$ cat config.mk
export PLATFORM = sky130hd
export DESIGN_NAME = demux1_4_buffered
export DESIGN_NICKNAME = d
export VERILOG_FILES = /design/src/rtl/demux_pkg.sv /design/src/rtl/demux_fifo.sv /design/src/rtl/demux1_4_buffered.sv
export SDC_FILE = /design/constraint.sdc
export NUM_CORES = 1
export LEC_CHECK = 0
export BUFFER_PORTS_ARGS = -buffer_cell sky130_fd_sc_hd__buf_4
export CAP_MARGIN = 20
export CORE_MARGIN = 2
export CORE_UTILIZATION = 57
export DETAILED_ROUTE_END_ITERATION = 6
export MAX_ROUTING_LAYER = met4
export PLACE_DENSITY = 0.77
export SLEW_MARGIN = 0
export SYNTH_ARGS = -nofsm -noshare
export SYNTH_HDL_FRONTEND = slang
export SYNTH_HIERARCHICAL = 1
export SYNTH_SLANG_ARGS = --single-unit
export TNS_END_PERCENT = 5
$ cat constraint.sdc
create_clock -name clk -period 7.9 [get_ports clk]
set_clock_uncertainty 0.15 [all_clocks]
set_input_delay 0.395 -clock clk [delete_from_list [all_inputs] [get_ports clk]]
set_output_delay 0.395 -clock clk [all_outputs]
set_load 0.05 [all_outputs]
$ cat src/rtl/demux_pkg.sv
`default_nettype none
// ============================================================================
// Module      : demux_pkg
// Description : Shared constants and types for the buffered 1-to-4 stream
//               demultiplexer. NUM_OUT is the number of output streams and
//               SEL_W is the width of the per-word output select.
// Revision    : 1.0 - initial release
// ============================================================================
package demux_pkg;

    localparam int NUM_OUT = 4;
    localparam int SEL_W   = 2;

    typedef logic [SEL_W-1:0] sel_t;

endpackage : demux_pkg
`default_nettype wire

$ cat src/rtl/demux_fifo.sv
`default_nettype none
// ============================================================================
// Module      : demux_fifo
// Description : Single-clock first-word-fall-through FIFO used for one
//               output lane of the demultiplexer.
//   clk, rst_n  : clock, asynchronous active-low reset
//   push        : write push_data at the tail (ignored while full)
//   push_data   : word to write
//   pop         : remove the head word (ignored while empty)
//   head_data   : current head word, '0 while empty
//   empty, full : registered occupancy flags
//   count       : number of words held, 0..DEPTH
// Revision    : 1.0 - initial release
// ============================================================================
module demux_fifo #(
    parameter int DATA_W = 8,
    parameter int DEPTH  = 4
) (
    input  logic                       clk,
    input  logic                       rst_n,
    input  logic                       push,
    input  logic [DATA_W-1:0]          push_data,
    input  logic                       pop,
    output logic [DATA_W-1:0]          head_data,
    output logic                       empty,
    output logic                       full,
    output logic [$clog2(DEPTH+1)-1:0] count
);

    localparam int c_PTR_W = $clog2(DEPTH);
    localparam int c_CNT_W = $clog2(DEPTH+1);
    localparam logic [c_CNT_W-1:0] c_FULL_CNT = c_CNT_W'(DEPTH);

    logic [DATA_W-1:0]  r_mem [DEPTH];
    logic [c_PTR_W-1:0] r_rd_ptr_q;
    logic [c_PTR_W-1:0] r_wr_ptr_q;
    logic [c_CNT_W-1:0] r_count_q;

    logic [c_PTR_W-1:0] w_rd_ptr_d;
    logic [c_PTR_W-1:0] w_wr_ptr_d;
    logic [c_CNT_W-1:0] w_count_d;
    logic               w_do_push;
    logic               w_do_pop;

    assign empty = (r_count_q == '0);
    assign full  = (r_count_q == c_FULL_CNT);

    // A full FIFO refuses the push even when a pop frees a slot this cycle,
    // so acceptance never depends on the consumer's ready.
    assign w_do_push = push && !full;
    assign w_do_pop  = pop && !empty;

    // Power-of-two depth: pointers wrap naturally at the top of their range.
    always_comb begin
        w_rd_ptr_d = r_rd_ptr_q;
        w_wr_ptr_d = r_wr_ptr_q;
        w_count_d  = r_count_q;
        if (w_do_push) begin
            w_wr_ptr_d = r_wr_ptr_q + c_PTR_W'(1);
        end
        if (w_do_pop) begin
            w_rd_ptr_d = r_rd_ptr_q + c_PTR_W'(1);
        end
        w_count_d = r_count_q + c_CNT_W'(w_do_push) - c_CNT_W'(w_do_pop);
    end

    always_ff @(posedge clk or negedge rst_n) begin
        if (!rst_n) begin
            r_rd_ptr_q <= '0;
            r_wr_ptr_q <= '0;
            r_count_q  <= '0;
        end else begin
            r_rd_ptr_q <= w_rd_ptr_d;
            r_wr_ptr_q <= w_wr_ptr_d;
            r_count_q  <= w_count_d;
        end
    end

    // Storage needs no reset: stale entries are never visible because the
    // head is masked while the FIFO is empty.
    always_ff @(posedge clk) begin
        if (w_do_push) begin
            r_mem[r_wr_ptr_q] <= push_data;
        end
    end

    assign head_data = empty ? '0 : r_mem[r_rd_ptr_q];
    assign count     = r_count_q;

endmodule : demux_fifo
`default_nettype wire

$ cat src/rtl/demux1_4_buffered.sv
`default_nettype none
// ============================================================================
// Module      : demux1_4_buffered
// Description : Buffered 1-to-4 valid/ready stream demultiplexer. Each input
//               word is routed by in_sel into one of four FIFOs, each drained
//               by its own independent valid/ready output stream.
//   clk, rst_n           : clock, asynchronous active-low reset
//   in_data/in_sel       : word and its target output
//   in_valid/in_ready    : input handshake; in_ready = target FIFO not full
//   out_data[i]          : head word of FIFO i ('0 when empty)
//   out_valid/out_ready  : per-output handshake
//   out_count[i]         : occupancy of FIFO i
// Revision    : 1.0 - initial release
// ============================================================================
module demux1_4_buffered
    import demux_pkg::*;
#(
    parameter int DATA_W = 8,
    parameter int DEPTH  = 4
) (
    input  logic                                      clk,
    input  logic                                      rst_n,
    input  logic [DATA_W-1:0]                         in_data,
    input  logic [SEL_W-1:0]                          in_sel,
    input  logic                                      in_valid,
    output logic                                      in_ready,
    output logic [NUM_OUT-1:0][DATA_W-1:0]            out_data,
    output logic [NUM_OUT-1:0]                        out_valid,
    input  logic [NUM_OUT-1:0]                        out_ready,
    output logic [NUM_OUT-1:0][$clog2(DEPTH+1)-1:0]   out_count
);

    logic [NUM_OUT-1:0] w_full;
    logic [NUM_OUT-1:0] w_empty;
    logic [NUM_OUT-1:0] w_push;
    logic               w_accept;

    // Readiness depends only on the selected lane, so it is meaningful
    // before the producer raises in_valid.
    assign in_ready = !w_full[in_sel];
    assign w_accept = in_valid && in_ready;

    generate
        for (genvar gi = 0; gi < NUM_OUT; gi++) begin : g_lane
            assign w_push[gi] = w_accept && (in_sel == sel_t'(gi));

            demux_fifo #(
                .DATA_W (DATA_W),
                .DEPTH  (DEPTH)
            ) u_fifo (
                .clk       (clk),
                .rst_n     (rst_n),
                .push      (w_push[gi]),
                .push_data (in_data),
                .pop       (out_ready[gi]),
                .head_data (out_data[gi]),
                .empty     (w_empty[gi]),
                .full      (w_full[gi]),
                .count     (out_count[gi])
            );

            assign out_valid[gi] = !w_empty[gi];
        end
    endgenerate

endmodule : demux1_4_buffered
`default_nettype wire
**Word-level counts from Yosys, hierarchy flattened**

Memories as Yosys holds them, arrays and structs flattened.
Index checks and enable logic that the tools add are counted.

- Multipliers: 0
- Add/sub/neg operators: 16
- Multiplexer cells: 14
- Reductions and logical operators: 27
- Equal/unequal tests: 7
- Divide/modulo/power cells: 0
- $lt $le $gt $ge: 1
- Shift operators: 0
- Bitwise gates (word level): 0

Operators by type and width:

| cell | count |
|---|---|
| $mux W8 | 4 |
| $add A2 B1 Y2 const B | 8 |
| $logic_and A1 B1 Y1 | 13 |
| $add A3 B1 Y3 | 4 |
| $eq A3 B3 Y1 const B | 4 |
| $logic_not A3 Y1 | 4 |
| $sub A3 B1 Y3 | 4 |
| $logic_not A1 Y1 | 9 |
| $mux W1 | 9 |
| $eq A2 B2 Y1 const B | 2 |
| $lt A2 B3 Y1 const B | 1 |
| $bmux W1 S2 | 1 |
| $eq A2 B1 Y1 const B | 1 |
| $logic_not A2 Y1 | 1 |

- Word-level logic and storage cells: 81
- Output and inout port bits: 49
- Memories: 4
- Register bits after elaboration: 28
- Memory bits (read-only): 0
- Latch bits: 0
- Input port bits: 17
- Memory bits (writable): 128

Memories:

| memory | depth | bits a word | rd ports | clocked after memory_dff | wr ports | line | text |
|---|---|---|---|---|---|---|---|
| g_lane[0].u_fifo.r_mem | 4 | 8 | 1 | 0 | 1 | demux_fifo.sv:34 | `logic [DATA_W-1:0] r_mem [DEPTH];` |
| g_lane[1].u_fifo.r_mem | 4 | 8 | 1 | 0 | 1 | demux_fifo.sv:34 |  |
| g_lane[2].u_fifo.r_mem | 4 | 8 | 1 | 0 | 1 | demux_fifo.sv:34 |  |
| g_lane[3].u_fifo.r_mem | 4 | 8 | 1 | 0 | 1 | demux_fifo.sv:34 |  |

**Logic depth before layout (Yosys ltp)**

- Depth after elaboration: 9
- Depth in mapped cells: 10
- Gate-level depth less buffers: 10

**Hierarchy**

Netlist, hierarchy kept.

Modules (own cells, without submodules):

| module | sequential area each (µm²) | cells each | instances | area an instance (µm²) |
|---|---|---|---|---|
| demux_fifo | 1136.1 | 87 | 4 | 1632.8 |
| demux1_4_buffered | 0.0 | 11 | 1 | 78.8 |

**Worst setup path after synthesis**

Ideal clock, no wire load.

- Kind: register -> register
- Start: reg g_lane[0].u_fifo.r_count_q[2]
- End: reg g_lane[0].u_fifo.r_count_q[2]
- Library setup time: 124 ps
- Path buffers: 0
- Clock period less this slack: 2813 ps
- Required time: 7626 ps
- Path slack: 5087 ps
- Cell stages (with the launch flop): 11
- Arrival time: 2539 ps
- Cell sequence: dfrtp_1 > nor3b_2 > nor4b_1 > nor2b_2 > inv_1 > ha_1 > inv_1 > ha_1 > fa_1 > xnor2_1 > xnor2_1

- Word-level cells in the longest chain between the ends: 9
- Elaborated cells between the ends (all ways): 13
- Those cells by class: add/sub: 2; eq/ne: 1; mux: 2; reduce/logical: 8

Ends and longest elaborated chain:

| element | line | text |
|---|---|---|
| from (decl) | demux_fifo.sv:37 | `logic [c_CNT_W-1:0] r_count_q;` |
| from (signal assigned) | demux_fifo.sv:75 | `r_count_q <= w_count_d;` |
| $eq A3 B3 Y1 | demux_fifo.sv:46 | `assign full = (r_count_q == c_FULL_CNT);` |
| net w_full[0] | demux1_4_buffered.sv:33 | `logic [NUM_OUT-1:0] w_full;` |
| $bmux W1 S2 | demux1_4_buffered.sv:40 | `assign in_ready = !w_full[in_sel];` |
| $mux W1 (not written as such) | demux1_4_buffered.sv:40 |  |
| $logic_not A1 Y1 | demux1_4_buffered.sv:40 |  |
| $logic_and A1 B1 Y1 | demux1_4_buffered.sv:41 | `assign w_accept = in_valid && in_ready;` |
| $logic_and A1 B1 Y1 | demux1_4_buffered.sv:45 | `assign w_push[gi] = w_accept && (in_sel == sel_t'(gi));` |
| net w_push[0] | demux1_4_buffered.sv:35 | `logic [NUM_OUT-1:0] w_push;` |
| $logic_and A1 B1 Y1 | demux_fifo.sv:50 | `assign w_do_push = push && !full;` |
| $add A3 B1 Y3 | demux_fifo.sv:64 | `w_count_d = r_count_q + c_CNT_W'(w_do_push) - c_CNT_W'(w_do_pop);` |
| $sub A3 B1 Y3 | demux_fifo.sv:64 |  |
| net g_lane[0].u_fifo.w_count_d[2] | demux_fifo.sv:41 | `logic [c_CNT_W-1:0] w_count_d;` |

The timed path passes the listed nets, and every way through them passes these cells. The select of a mux whose other input is x is not followed.
A chain may end at the register's enable or synchronous reset.

**Worst setup path in the final report**

- Start: reg g_lane[1].u_fifo.r_count_q[2]
- End: reg g_lane[1].u_fifo.r_count_q[2]

- Word-level cells in the longest chain between the ends: 9
- Elaborated cells between the ends (all ways): 13
- Those cells by class: add/sub: 2; eq/ne: 1; mux: 2; reduce/logical: 8

Ends and longest elaborated chain:

| element | line |
|---|---|
| from (decl) | demux_fifo.sv:37 |
| from (signal assigned) | demux_fifo.sv:75 |
| $eq A3 B3 Y1 | demux_fifo.sv:46 |
| net w_full[1] | demux1_4_buffered.sv:33 |
| $bmux W1 S2 | demux1_4_buffered.sv:40 |
| $mux W1 (not written as such) | demux1_4_buffered.sv:40 |
| $logic_not A1 Y1 | demux1_4_buffered.sv:40 |
| $logic_and A1 B1 Y1 | demux1_4_buffered.sv:41 |
| $logic_and A1 B1 Y1 | demux1_4_buffered.sv:45 |
| net w_push[1] | demux1_4_buffered.sv:35 |
| $logic_and A1 B1 Y1 | demux_fifo.sv:50 |
| $add A3 B1 Y3 | demux_fifo.sv:64 |
| $sub A3 B1 Y3 | demux_fifo.sv:64 |
| net g_lane[1].u_fifo.w_count_d[2] | demux_fifo.sv:41 |

The timed path passes the listed nets, and every way through them passes these cells. The select of a mux whose other input is x is not followed.

==> run metrics <==
Post-Syn Area per Cell=18.4 sq um; main combinational cell family by area after synthesis=multiplexers; cell count after synthesis=359; pre-CTS setup slack=5180 ps; CTS tree=done; Post-synth top flop=edfxtp_1; Tcrit/Tclk final=0.354; RSZ-0062 raised after global routing=false; Setup crit start kind=register; CTS Buffer Depth=2; Total Wirelength=11600 microns; DRC viols=0; vias in the first global route=between 3k and 4k; Synth Area in Simple Gates=0.0776; post-DP HPWL=between 7000 and 8000 microns; layout net count=477; gr usage total=0.210; Layout area overhead=18.5%; Post-synth EDFFs=128; Avg WL per Cell=19.7 microns; latest clock arrival within the worst-skew pair=410 ps; Worst Slack Setup Final=roughly 5000 ps; GRT overflow=0; Least-Margin Pin Slew=~640 ps; full die area=around 0.012 sq mm; maximum vdd ir drop=0.000342 V; worst endpoint data arrival time=~3000 ps; CORE AREA=0.0114 sq mm; initial antenna violation count=0; Synth Net Count=approximately 400; row cnt=39; root buffer cell=clkbuf_16; Setup Buffers After CTS=0; Tmin final=about 2800 ps; Post-Synth Adder-Cell Area=0.0575; post-synthesis compound-gate area fraction=0; placed cells=555; worst-path cell chain=nor3b_2, nor3_1, nor2b_2, inv_1, ha_1, inv_1, ha_1, fa_1, xnor2_1, xnor2_1; setup_tns=0 ps; Worst Path Required=8050 ps; Worst setup EP type=register; fmax=358 MHz; total CTS buffers=17; Worst-path clk slew=60 ps; diode count=0; pwr/cell area=436 mW/mm^2; mux contribution to synthesized area=0.119; die width=112 microns; IO Pins=66; IO buf count=65; slew margin rel.=0.575; via count=3244; final cell count without fillers=~600; hold crit path type=in -> reg; total of max-cap violations=0; Yosys cell types=22; chip height=112 microns; hold_buf cts=1; Final setup viols=0; most frequent cells in the layout=edfxtp_1, buf_4, and2_1, inv_1, mux4_2; asr flop ratio synth=0.179; Fin. Hold Viols=0; Pleak=slightly below 3 nW; 1st-iter DRT viols=about 180; routability congestion estimate=roughly 0.77; vias per cell=5.52; slowest cell on the critical path=fa_1; Worst path max stage delay=420 ps; fin. max-slew vios=0; antenna viol nets, final=0; most common cell after layout, fill and taps aside=edfxtp_1; share of cells above drive strength 1=0.326; Synth Area in XOR/XNOR=0.0265; largest net degree at the start of global routing=29; crit path kind=reg -> reg; status=finished clean; first-pass GRT wire length=approximately 19000 microns; Initial Util=0.581; Warnings, synthesis=6; DR pass1 iterations=4; Synth Cell Area=0.00661 sq mm; post-CTS resize count=0; Max FO, Critical Path=7; Yosys reg bits=around 160; clk sink count=~160; H-tree levels=4; sequential share of the synthesized area=0.687
[metal layers]
| metal | track usage | routed length (microns) | up-vias |
|---|---|---|---|
| li1 | - | - | 1463 |
| met1 | 0.269 | 4920 | 1668 |
| met2 | 0.335 | 5940 | 98 |
| met3 | 0.0561 | 598 | 15 |
| met4 | 0.0642 | 139 | 0 |
| met5 | - | 0 | - |
[logic make-up (layout without fill, tap and decap cells)]
logic type / after synthesis / in the layout
DFF: 156 / 156
and+or+nand+nor: 73 / 73
buffers and inverters: 45 / 131
muxes: 37 / 37
adders and majority gates: 28 / 28
xor gates and xnor gates: 20 / 20
[cell type report]
type,instances,area [sq um]
sequential,156,4540
fill,735,3540
multi-input combinational,158,1860
timing repair buffer,66,498
clock buffer,18,429
clock inverter,14,200
tap,143,179
inverter,33,124
[worst max-delay path: cells and delay by family (launching register included)]
family | cells | cell delay [ps]
DFF | 1 | 400
and+or+nand+nor | 3 | 800
buffers and inverters | 2 | 140
adders and majority gates | 3 | 910
xor gates and xnor gates | 2 | 280
[registers in the layout, indices dropped and copies added (netlist names)]
register,count
g_lane.u_fifo/r_wr_ptr_q,8
g_lane.u_fifo/count,12
g_lane.u_fifo/r_rd_ptr_q,8
g_lane.u_fifo/r_mem,128
[where the power goes]
| part | leakage, nW | switching, W | total (W) | internal (W) |
|---|---|---|---|---|
| logic | 1.15 | 0.000855 | 0.00140 | 0.000540 |
| clock network | 0.311 | 0.000294 | 0.000849 | 0.000555 |
| registers | 1.48 | 0.000163 | 0.00117 | 0.00101 |
[Yosys cell counts, types with 16 or more instances]
cell type	number	area (sq um)
ha_1	24	300
edfxtp_1	128	3840
xnor2_1	16	140
inv_1	33	124
mux4_2	33	743
dfrtp_1	28	701
and2_1	52	325
[stage by stage]
step	area, sq um	utilization	hold WS, ps	total power (W)
detailed placement	7190	0.633	207	0.00258
global placement	7190	0.633	201	0.00256
global route	7830	0.689	95.6	0.00358
floorplan	6610	-	-50.6	0.00222
finish	7830	0.689	107	0.00342
CTS	7830	0.689	91.3	0.00345
[path summary, 6_finish.rpt]
path / from / end / cells after the start / slack (ps)
max: g_lane[1].u_fifo/count[2] / g_lane[1].u_fifo/count[2] / 10 / 5110
min: out_ready[2] / g_lane[2].u_fifo/r_rd_ptr_q[1] / 3 / 110
max reg2reg: g_lane[1].u_fifo/count[2] / g_lane[1].u_fifo/count[2] / 10 / 5110
min reg2reg: g_lane[2].u_fifo/r_wr_ptr_q[1] / g_lane[2].u_fifo/r_wr_ptr_q[1] / 1 / 420
max in group asynchronous: rst_n / g_lane[1].u_fifo/r_wr_ptr_q[0] / 2 / 6990
min in group asynchronous: rst_n / g_lane[2].u_fifo/r_rd_ptr_q[1] / 2 / 310
Power figures use the tool's default switching activity.
